File: src/rtl/mii_rx_pkg.sv
// Shared definitions for the MII receive frame controller.
//   state_t  : frame sequencing states
//   status_t : per-frame completion codes reported with done
//   PRE_BYTE, SFD_BYTE, HDR_LEN, FCS_LEN : framing constants
//   mac_byte : selects one octet of a station address, MSB-first
package mii_rx_pkg;

  typedef enum logic [2:0] {
    IDLE,
    PRE,
    HDR,
    PAY,
    DROP,
    ERR
  } state_t;

  typedef enum logic [1:0] {
    ST_OK   = 2'd0,
    ST_RUNT = 2'd1,
    ST_ERR  = 2'd2,
    ST_LONG = 2'd3
  } status_t;

  localparam logic [7:0] PRE_BYTE = 8'h55;
  localparam logic [7:0] SFD_BYTE = 8'hD5;
  localparam int         HDR_LEN  = 14;
  localparam int         FCS_LEN  = 4;

  // Octet idx of a 48-bit address as it appears on the wire (idx 0 = MSB).
  function automatic logic [7:0] mac_byte(input logic [47:0] mac, input logic [2:0] idx);
    logic [47:0] shifted;
    shifted = mac << (6'd8 * 6'(idx));
    return shifted[47:40];
  endfunction

endpackage

File: src/rtl/mii_rx_tail_delay.sv
// Byte delay line that holds back the last DEPTH bytes of a stream.
// Once full, every push shifts the oldest byte out on pop_d with pop_valid
// asserted for one cycle (the cycle after the push).
//   clk, reset   : clock, asynchronous active-low reset
//   flush        : empty the line (takes priority over push)
//   push, din    : byte to insert
//   pop_valid    : one-cycle strobe, pop_d holds the evicted byte
//   pop_d        : evicted byte (holds its value between strobes)
//   fill         : number of bytes currently held
module mii_rx_tail_delay
  import mii_rx_pkg::*;
#(
  parameter int DEPTH = FCS_LEN
) (
  input  logic                       clk,
  input  logic                       reset,
  input  logic                       flush,
  input  logic                       push,
  input  logic [7:0]                 din,
  output logic                       pop_valid,
  output logic [7:0]                 pop_d,
  output logic [$clog2(DEPTH+1)-1:0] fill
);

  localparam int FW = $clog2(DEPTH + 1);

  logic [7:0] sr [DEPTH];

  // NOTE: the delay line is tiny and its contents must not leak across a
  // reset into the next frame, so it is reset like ordinary state.
  always_ff @(posedge clk or negedge reset) begin
    if (!reset) begin
      for (int i = 0; i < DEPTH; i++) sr[i] <= '0;
      fill      <= '0;
      pop_valid <= 1'b0;
      pop_d     <= '0;
    end else begin
      pop_valid <= 1'b0;
      if (flush) begin
        fill <= '0;
      end else if (push) begin
        sr[0] <= din;
        for (int i = 1; i < DEPTH; i++) sr[i] <= sr[i-1];
        if (fill == FW'(DEPTH)) begin
          pop_valid <= 1'b1;
          pop_d     <= sr[DEPTH-1];
        end else begin
          fill <= fill + 1'b1;
        end
      end
    end
  end

endmodule

File: src/rtl/mii_rx_frame_ctrl.sv
// Receive frame controller behind an MII byte de-serialiser.
// Tracks preamble/SFD, parses the 14-byte Ethernet header, filters on the
// destination address and streams the payload with the FCS stripped.
//   clk, reset          : clock, asynchronous active-low reset
//   in_en               : frame active (already synchronous)
//   in_rdy, in_d        : one-cycle byte strobe and byte
//   in_err              : receive error from the MII core
//   promisc             : accept any destination address
//   out_valid, out_d    : payload byte stream, FCS removed
//   eth_type            : EtherType of the current/last accepted frame
//   done, status, len   : end-of-frame report for accepted frames
//   frame_cnt, drop_cnt : saturating good-frame / dropped-frame counters
module mii_rx_frame_ctrl
  import mii_rx_pkg::*;
#(
  parameter logic [47:0] MY_MAC      = 48'h54ff01212324,
  parameter int          MAX_PAYLOAD = 1500,
  parameter int          MIN_PAYLOAD = 46
) (
  input  logic        clk,
  input  logic        reset,
  input  logic        in_en,
  input  logic        in_rdy,
  input  logic [7:0]  in_d,
  input  logic        in_err,
  input  logic        promisc,
  output logic        out_valid,
  output logic [7:0]  out_d,
  output logic [15:0] eth_type,
  output logic        done,
  output logic [1:0]  status,
  output logic [10:0] len,
  output logic [15:0] frame_cnt,
  output logic [15:0] drop_cnt
);

  // Payload bytes (FCS included) beyond which the frame is too long.
  localparam logic [10:0] LONG_LIMIT = 11'(MAX_PAYLOAD + FCS_LEN);
  localparam logic [10:0] MIN_LEN    = 11'(MIN_PAYLOAD);
  localparam logic [10:0] FCS_CNT    = 11'(FCS_LEN);

  state_t      state;
  state_t      st_b;
  status_t     err_st;
  status_t     err_b;
  logic        en_q;
  logic        en_rise;
  logic        en_fall;
  logic [3:0]  pre_cnt;
  logic [3:0]  hdr_idx;
  logic        mac_ok;
  logic        bc_ok;
  logic [10:0] pay_cnt;
  logic [10:0] pay_b;
  logic [10:0] len_b;
  logic        push;
  logic [7:0]  mac_b;
  logic        accept;

  assign en_rise = in_en & ~en_q;
  assign en_fall = ~in_en & en_q;

  // Running address comparison; the decision is taken on header byte 5
  // using the flags accumulated over bytes 0..4 plus the current byte.
  assign mac_b  = mac_byte(MY_MAC, hdr_idx[2:0]);
  assign accept = promisc | (mac_ok & (in_d == mac_b)) | (bc_ok & (in_d == 8'hFF));

  // Effect of the byte/error seen this cycle. End of frame is evaluated on
  // top of these values so a byte arriving with the in_en fall still counts.
  always_comb begin
    // NOTE: every signal written here gets a default first so no path
    // leaves it unassigned and no latch is inferred.
    st_b  = state;
    err_b = err_st;
    pay_b = pay_cnt;
    push  = 1'b0;
    case (state)
      PRE: begin
        if (in_rdy) begin
          if (in_d == SFD_BYTE && pre_cnt != '0) st_b = HDR;
          else if (in_d != PRE_BYTE)             st_b = DROP;
        end
        if (in_err) begin
          st_b  = ERR;
          err_b = ST_ERR;
        end
      end
      HDR: begin
        if (in_rdy) begin
          if (hdr_idx == 4'd5 && !accept)          st_b = DROP;
          else if (hdr_idx == 4'(HDR_LEN - 1))     st_b = PAY;
        end
        if (in_err) begin
          st_b  = ERR;
          err_b = ST_ERR;
        end
      end
      PAY: begin
        if (in_rdy) begin
          push = 1'b1;
          if (pay_cnt != '1) pay_b = pay_cnt + 1'b1;
          if (pay_b > LONG_LIMIT) begin
            st_b  = ERR;
            err_b = ST_LONG;
          end
        end
        // Checked last so a receive error outranks a length violation.
        if (in_err) begin
          st_b  = ERR;
          err_b = ST_ERR;
        end
      end
      ERR: begin
        if (in_err) err_b = ST_ERR;
      end
      default: ;
    endcase
  end

  // The last FCS_LEN bytes are the FCS and never count toward len.
  assign len_b = (pay_b >= FCS_CNT) ? pay_b - FCS_CNT : '0;

  // NOTE: sequential state uses non-blocking assignments only, so every
  // register samples pre-edge values regardless of statement order.
  always_ff @(posedge clk or negedge reset) begin
    if (!reset) begin
      state     <= IDLE;
      en_q      <= 1'b1;   // a frame in flight at reset release is ignored
      err_st    <= ST_OK;
      pre_cnt   <= '0;
      hdr_idx   <= '0;
      mac_ok    <= 1'b0;
      bc_ok     <= 1'b0;
      pay_cnt   <= '0;
      eth_type  <= '0;
      done      <= 1'b0;
      status    <= ST_OK;
      len       <= '0;
      frame_cnt <= '0;
      drop_cnt  <= '0;
    end else begin
      en_q    <= in_en;
      done    <= 1'b0;
      state   <= st_b;
      err_st  <= err_b;
      pay_cnt <= pay_b;

      if (state == PRE && in_rdy && in_d == PRE_BYTE && pre_cnt != '1)
        pre_cnt <= pre_cnt + 1'b1;

      if (state == HDR && in_rdy) begin
        hdr_idx <= hdr_idx + 1'b1;
        if (hdr_idx < 4'd6) begin
          mac_ok <= mac_ok & (in_d == mac_b);
          bc_ok  <= bc_ok & (in_d == 8'hFF);
        end
        if (hdr_idx == 4'd12) eth_type[15:8] <= in_d;
        if (hdr_idx == 4'd13) eth_type[7:0]  <= in_d;
      end

      if (state == IDLE && en_rise) begin
        state   <= PRE;
        err_st  <= ST_OK;
        pre_cnt <= '0;
        hdr_idx <= '0;
        mac_ok  <= 1'b1;
        bc_ok   <= 1'b1;
        pay_cnt <= '0;
      end

      if (en_fall) begin
        state <= IDLE;
        case (st_b)
          PAY: begin
            done <= 1'b1;
            len  <= len_b;
            if (len_b < MIN_LEN) begin
              status <= ST_RUNT;
            end else begin
              status <= ST_OK;
              if (frame_cnt != '1) frame_cnt <= frame_cnt + 1'b1;
            end
          end
          ERR: begin
            done   <= 1'b1;
            len    <= len_b;
            status <= err_b;
          end
          PRE, HDR, DROP: begin
            if (drop_cnt != '1) drop_cnt <= drop_cnt + 1'b1;
          end
          default: ;
        endcase
      end
    end
  end

  // The delay line is emptied whenever no frame is in progress.
  mii_rx_tail_delay #(
    .DEPTH (FCS_LEN)
  ) u_tail (
    .clk       (clk),
    .reset     (reset),
    .flush     (state == IDLE),
    .push      (push),
    .din       (in_d),
    .pop_valid (out_valid),
    .pop_d     (out_d),
    .fill      ()
  );

endmodule
File: config.mk
export PLATFORM = sky130hd
export DESIGN_NAME = mii_rx_frame_ctrl
export DESIGN_NICKNAME = d
export VERILOG_FILES = /design/src/rtl/mii_rx_pkg.sv /design/src/rtl/mii_rx_tail_delay.sv /design/src/rtl/mii_rx_frame_ctrl.sv
export SDC_FILE = /design/constraint.sdc
export NUM_CORES = 1
export LEC_CHECK = 0
export ABC_AREA = 1
export CORE_MARGIN = 2
export CORE_UTILIZATION = 57
export CTS_CLUSTER_DIAMETER = 200
export DETAILED_ROUTE_END_ITERATION = 6
export MAX_ROUTING_LAYER = met4
export PLACE_DENSITY_LB_ADDON = 0.2
export SYNTH_ARGS = -nofsm -noshare
export SYNTH_HDL_FRONTEND = slang
export SYNTH_SLANG_ARGS = --single-unit
File: constraint.sdc
create_clock -name clk -period 3.65 [get_ports clk]
set_input_delay 1.095 -clock clk [delete_from_list [all_inputs] [get_ports clk]]
set_output_delay 1.095 -clock clk [all_outputs]
set_load 0.02 [all_outputs]
* Word-level counts from Yosys, hierarchy flattened *
Cells that the tools add are included.

storage, ports and cells
  bits in registers = 133
  input bits = 14
  output and inout bits = 71
  logic and storage cells = 144

operators by class
  $add $sub $neg = 7
  magnitude comparators = 4
  equality and inequality tests = 23
  shift-type cells = 1
  muxes and demuxes = 49
  bitwise gates (word level) = 10
  reductions and logical operators = 28

operator list
  operator                                                            number
  2-to-1 mux 11 bit                                                   7
  2-to-1 mux 3 bit                                                    16
  << shifter 47 x 6 -> 48 bit, first input constant                   1
  adder 16 x 1 -> 16 bit, second input constant                       2
  != test 16 bit, second input constant                               2
  == test 8 bit, second input constant                                2
  2-to-1 mux 4 bit                                                    4
  2-to-1 mux 1 bit                                                    14
  AND reduction 2 bit                                                 7
  == test 3 x 2 -> 1 bit, second input constant                       4
  == test 3 bit, second input constant                                4
  adder 11 x 1 -> 11 bit, second input constant                       1
  greater-or-equal comparator 11 x 3 -> 1 bit, second input constant  1
  > comparator 11 bit, second input constant                          1
  < comparator 11 x 6 -> 1 bit, second input constant                 1
  != test 11 bit, second input constant                               1
  subtractor 11 x 3 -> 11 bit, second input constant                  1
  2-to-1 mux 2 bit                                                    5
  nonzero test 2 bit                                                  5
  one-hot mux 3 bit (3 select lines)                                  1
  adder 4 x 1 -> 4 bit, second input constant                         2
  == test 4 bit, second input constant                                2
  == test 8 x 7 -> 1 bit, second input constant                       1
  == test 8 bit                                                       1
  other kinds (19)                                                    36

* Longest topological paths before layout *
Gate-level depths: netlist of run 1.

  depth in word-level cells = 15
  gate-level depth with buffers = 23
  mapped depth without buffers = 22

* Cells and area by module *
A second synthesis of run 1 with hierarchy kept.

unflattened totals
  cells, all modules = 962
  area, all modules = 7404.6 sq um

modules (own cells, without submodules)
  module             instances  cells an instance  area an instance (sq um)  seq. area each (sq um)
  mii_rx_frame_ctrl  1          775                5630.4                    2228.4
  mii_rx_tail_delay  1          187                1774.2                    1101.1

* Worst setup path before layout of run 1 *
No wires, ideal clock.

  path type = input to register
  start = input in_rdy
  end = register frame_cnt[12]
  library setup time = 117 ps
  arrival time = 2943 ps
  required time = 3533 ps
  setup slack = 590 ps
  cell stages on the path = 17
  buffers on the path = 1
  cells stage by stage = inv_1 > nor2_8 > nand2_1 > nand2_1 > inv_1 > ha_1 > nand3_1 > nor2_1 > xor2_1 > nand2_2 > nand2_1 > nor2_4 > nand2_4 > nand3_4 > buf_12 > nand2_2 > nand2_1

between the ends
  longest elaborated chain between the ends = 7
  elaborated cells between the ends (all ways) = 16
  classes of those cells = add/sub (1); order compare (2); eq/ne (1); mux (10); bitwise (1); reduce/logical (1)

ends and longest elaborated chain
  what                                                                                               line                      text
  start, declared                                                                                    mii_rx_frame_ctrl.sv:23   input logic in_rdy,
  2-to-1 mux 11 bit                                                                                  mii_rx_frame_ctrl.sv:99   if (in_rdy) begin
  2-to-1 mux 11 bit                                                                                  mii_rx_frame_ctrl.sv:77   case (state)
  subtractor 11 x 3 -> 11 bit / greater-or-equal comparator 11 x 3 -> 1 bit (equally long branches)  mii_rx_frame_ctrl.sv:121  assign len_b = (pay_b >= FCS_CNT) ? pay_b - FCS_CNT : '0;
  2-to-1 mux 11 bit                                                                                  mii_rx_frame_ctrl.sv:121
  < comparator 11 x 6 -> 1 bit                                                                       mii_rx_frame_ctrl.sv:177  if (len_b < MIN_LEN) begin
  NOT 1 bit (no line)                                                                                -
  AND reduction 4 bit (no line) *                                                                    -
  end signal, assigned                                                                               mii_rx_frame_ctrl.sv:181  if (frame_cnt != '1) frame_cnt <= frame_cnt + 1'b1;
  end, declared                                                                                      mii_rx_frame_ctrl.sv:33   output logic [15:0] frame_cnt,

Mark *: on every way between the ends. The rest lies on a longest branch, timed or not.
A chain may end at the register's enable or synchronous reset.

* Worst setup path after layout of run 1 *
  start = input in_rdy
  end = register frame_cnt[10]

Same word-level chain as after synthesis.

==> run summary, run 1 <==
outcome: finished clean
FF-to-FF setup slack: 0.61 ns
crit end category: register
Post-CTS Resized: 0
RSZ-0062 raised after global routing: no
worst setup margin: 0.363 ns
core area: 12600 sq um
TritonCTS Buffers: 17
# setup viols final: 0
Peak supply drop: 0.438 mV
Yosys top cell area share: 44.9%
Die X: 118 um
CP Data Required Time: 3.96 ns
# IOs: 85
hpwl dp: 11700 um
crit start category: input pin
FF+latch count, synth: 133
register area: 3330 sq um
Die Area: 13800 sq um
final hold viol count: 0
vias per cell: 5.10
multi-input logic area: 3510 sq um
initial antenna violation count: 0
critical path type: in2reg
post-synthesis compound-gate area fraction: 6.31%
Hold Path Class: reg2reg
Antenna diodes: 0
vias in the first global route: 6084
worst slew pin tran: 0.567 ns
final slew viol count: 0
Iteration-0 DRC Markers: 549
overall routed net length: 16600 um
largest cells by area after synthesis: dfrtp_1 45%, nand2_1 17%, inv_1 5.0%
register area share after synthesis: 45.2%
Initial Utilization: 58.3%
via count: 6438
CTS Root Cell: clkbuf_16
DR DRC count: 0
Gate Count Post-Synth: 969
most used cell, CP: nand2_1
antenna viol nets, final: 0
Yosys top cell by area: dfrtp_1
Clock Pin Slew Worst Setup and Hold Paths: 0.06 ns
Worst Clk Skew: 0.00746 ns
number of max-cap violations: 0
total clock sinks: 133
hold buffers post-CTS: 0
clk buf depth: 2
Filler Cell Count: 1032
Period Utilization, post-route: 90.1%
CP max stage delay: 0.51 ns
first-pass GRT wire length: 28800 um
largest net degree at the start of global routing: 63
P per Cell Area: 677 nW/um^2
CTS tree: built
post-layout min period: 3.29 ns
cell row count: 41
postcts setup bufs: 0
Synth Warn #: 0
layout cells sized above 1: 10.5%
main combinational cell family by area after synthesis: simple AND/OR/NAND/NOR gates
syn nets: 996
worst slack at placement: -0.00938 ns
All-Layer GR Usage: 26.0%
Synth Area in Adders: 2.21%
Top FF cell, synth: dfrtp_1
Detailed Routing Iterations Pass 1: 5
CP max stage cell: clkdlybuf4s50_1
Slew HR: 62.2%
insertion delay to the later sink of the worst-skew pair: 0.43 ns
gr ovfl total: 0
multiplexer area fraction after synthesis: 0%
mapped cell area: 7360 sq um
CP max FO: 16
syn avg cell area: 7.60 sq um
Arrival @ worst endpoint: 3.60 ns
RD Place Congestion: 0.941
H-tree Lvls: 4
die height: 118 um
wire length per cell: 13.2 um
crit path cell chain: clkdlybuf4s50_1 > inv_1 > nor2_8 > nand3_2 > nand2_4 > ha_1 > nand3_1 > nor2_1 > nand2_1 > nand2_1 > nand2_1 > nand2_1 > nand2_2 > nor2_4 > nand2_4 > buf_4 > nand4_1 > nand2_1
PortBufs: 84
Setup TNS Final: 0 ns
Static Leakage: 0.00448 uW
Simple-Gate Fraction of Synth Area: 35.3%
Final Net Count: 1105
Layout area overhead: 24.4%
xor and xnor fraction of the mapped netlist area: 3.81%
distinct cell type count after synthesis: 42
Fmax: 304 MHz
ys async rst share: 100%
Post-synth EDFFs: 0
[critical path: cells and delay by family]
kind                       cells  cell delay (ns)
buffers and inverters          3             0.83
and+or+nand+nor               14             1.52
adders and majority gates      1             0.16
[power by group]
part           switching, uW  total (uW)  internal, uW
Combinational           1600        2550           951
Sequential               206        1940          1730
Clock                    665        1720          1050
[area by class of cell]
cell class | instances | area share (%)
Multi-Input combinational cell | 707 | 38.3
Sequential cell | 133 | 36.3
Timing Repair Buffer | 116 | 12.2
Clock buffer | 20 | 4.99
Inverter | 103 | 4.22
Tap cell | 172 | 2.35
Clock inverter | 12 | 1.57
[cell usage after synthesis, types with 6 or more instances]
library cell  instances
clkbuf_1             11
o21ai_1              10
nor2_4                6
a21oi_1              17
nand3_1              62
ha_1                 13
dfrtp_1             132
nand2_1             342
o21ai_0              52
nor2_1               68
inv_1                99
xor2_1               21
nand2_2              21
buf_2                 8
nor3_1               21
nand4_1              27
xnor2_1              11
[layer usage]
layer	vias to the layer above	global-route usage (%)	share of wire, %
met2	139	40.2	47
met3	23	4.99	4.3
met4	0	8.89	1.4
li1	3312	-	-
met1	2964	34.7	47
met5	-	-	0
[sequential cells by signal, indices dropped and copies added, names as in the netlist]
register	flops
bc_ok	1
done	1
drop_cnt	16
en_q	1
err_st	2
eth_type	16
frame_cnt	16
hdr_idx	4
len	11
mac_ok	1
pay_cnt	11
pre_cnt	4
state	3
status	2
u_tail.fill	3
u_tail.pop_d	8
u_tail.pop_valid	1
u_tail.sr	32
[path summary, 6_finish.rpt]
path | startpoint | endpoint | depth (start not counted)
max in group asynchronous | reset | pay_cnt[0]$_DFF_PN0_ | 2
max reg2reg | pay_cnt[0]$_DFF_PN0_ | frame_cnt[4]$_DFFE_PN0P_ | 19
max | in_rdy | frame_cnt[10]$_DFFE_PN0P_ | 18
min in group asynchronous | reset | eth_type[8]$_DFFE_PN0P_ | 1
min reg2reg | u_tail.sr[8]$_DFFE_PN0P_ | u_tail.sr[0]$_DFFE_PN0P_ | 2
min | u_tail.sr[8]$_DFFE_PN0P_ | u_tail.sr[0]$_DFFE_PN0P_ | 2
[layout by cell type (no fill, tap or decap), drive strengths merged]
cell           count
a211oi             1
xor2              21
clkinv             6
a21oi             17
a21boi             1
dfstp              1
a31oi              1
bufinv             2
or2                1
nor4               5
nor3              22
ha                13
o21ai             63
nor2              77
a22oi              2
nand4             28
o21a               1
o22ai              2
buf               33
dfrtp            132
xnor2             11
clkdlybuf4s50     83
and2               1
nand3b             4
nand3             68
nand2            368
inv              105
clkinvlp           2
clkbuf            20
[per-stage QoR]
stage | cells | cell area, sq um | utilization [%] | hold slack [ns] | total power, uW
after global routing | 1263 | 9160 | 72.6 | 0.485 | 6630
final | 1263 | 9160 | 72.6 | 0.466 | 6200
after detailed placement | 1231 | 8560 | 67.8 | 0.452 | 4480
after floorplan | 969 | 7360 | - | 0.442 | 3740
after CTS | 1263 | 9160 | 72.6 | 0.467 | 6230
after global placement | 1231 | 8560 | 67.8 | 0.450 | 4430
[cells by family after synthesis]
kind of cell,Yosys count
XOR/XNOR,32
AO/OA/AOI/OAI,88
buffers and inverters,129
AND/OR/NAND/NOR,574
adder cells (fa/ha/maj),13
flip-flops,133
(Power assumes the default switching activity.)
==> run 2: changes to the inputs <==
--- a/config.mk
+++ b/config.mk
@@ -6,6 +6,7 @@
 export NUM_CORES = 1
 export LEC_CHECK = 0
 export ABC_AREA = 1
+export CAP_MARGIN = 10
 export CORE_MARGIN = 2
 export CORE_UTILIZATION = 57
 export CTS_CLUSTER_DIAMETER = 200
==> results of run 2 <==
The final DEF is identical to that of run 1; final timing and power are the same.
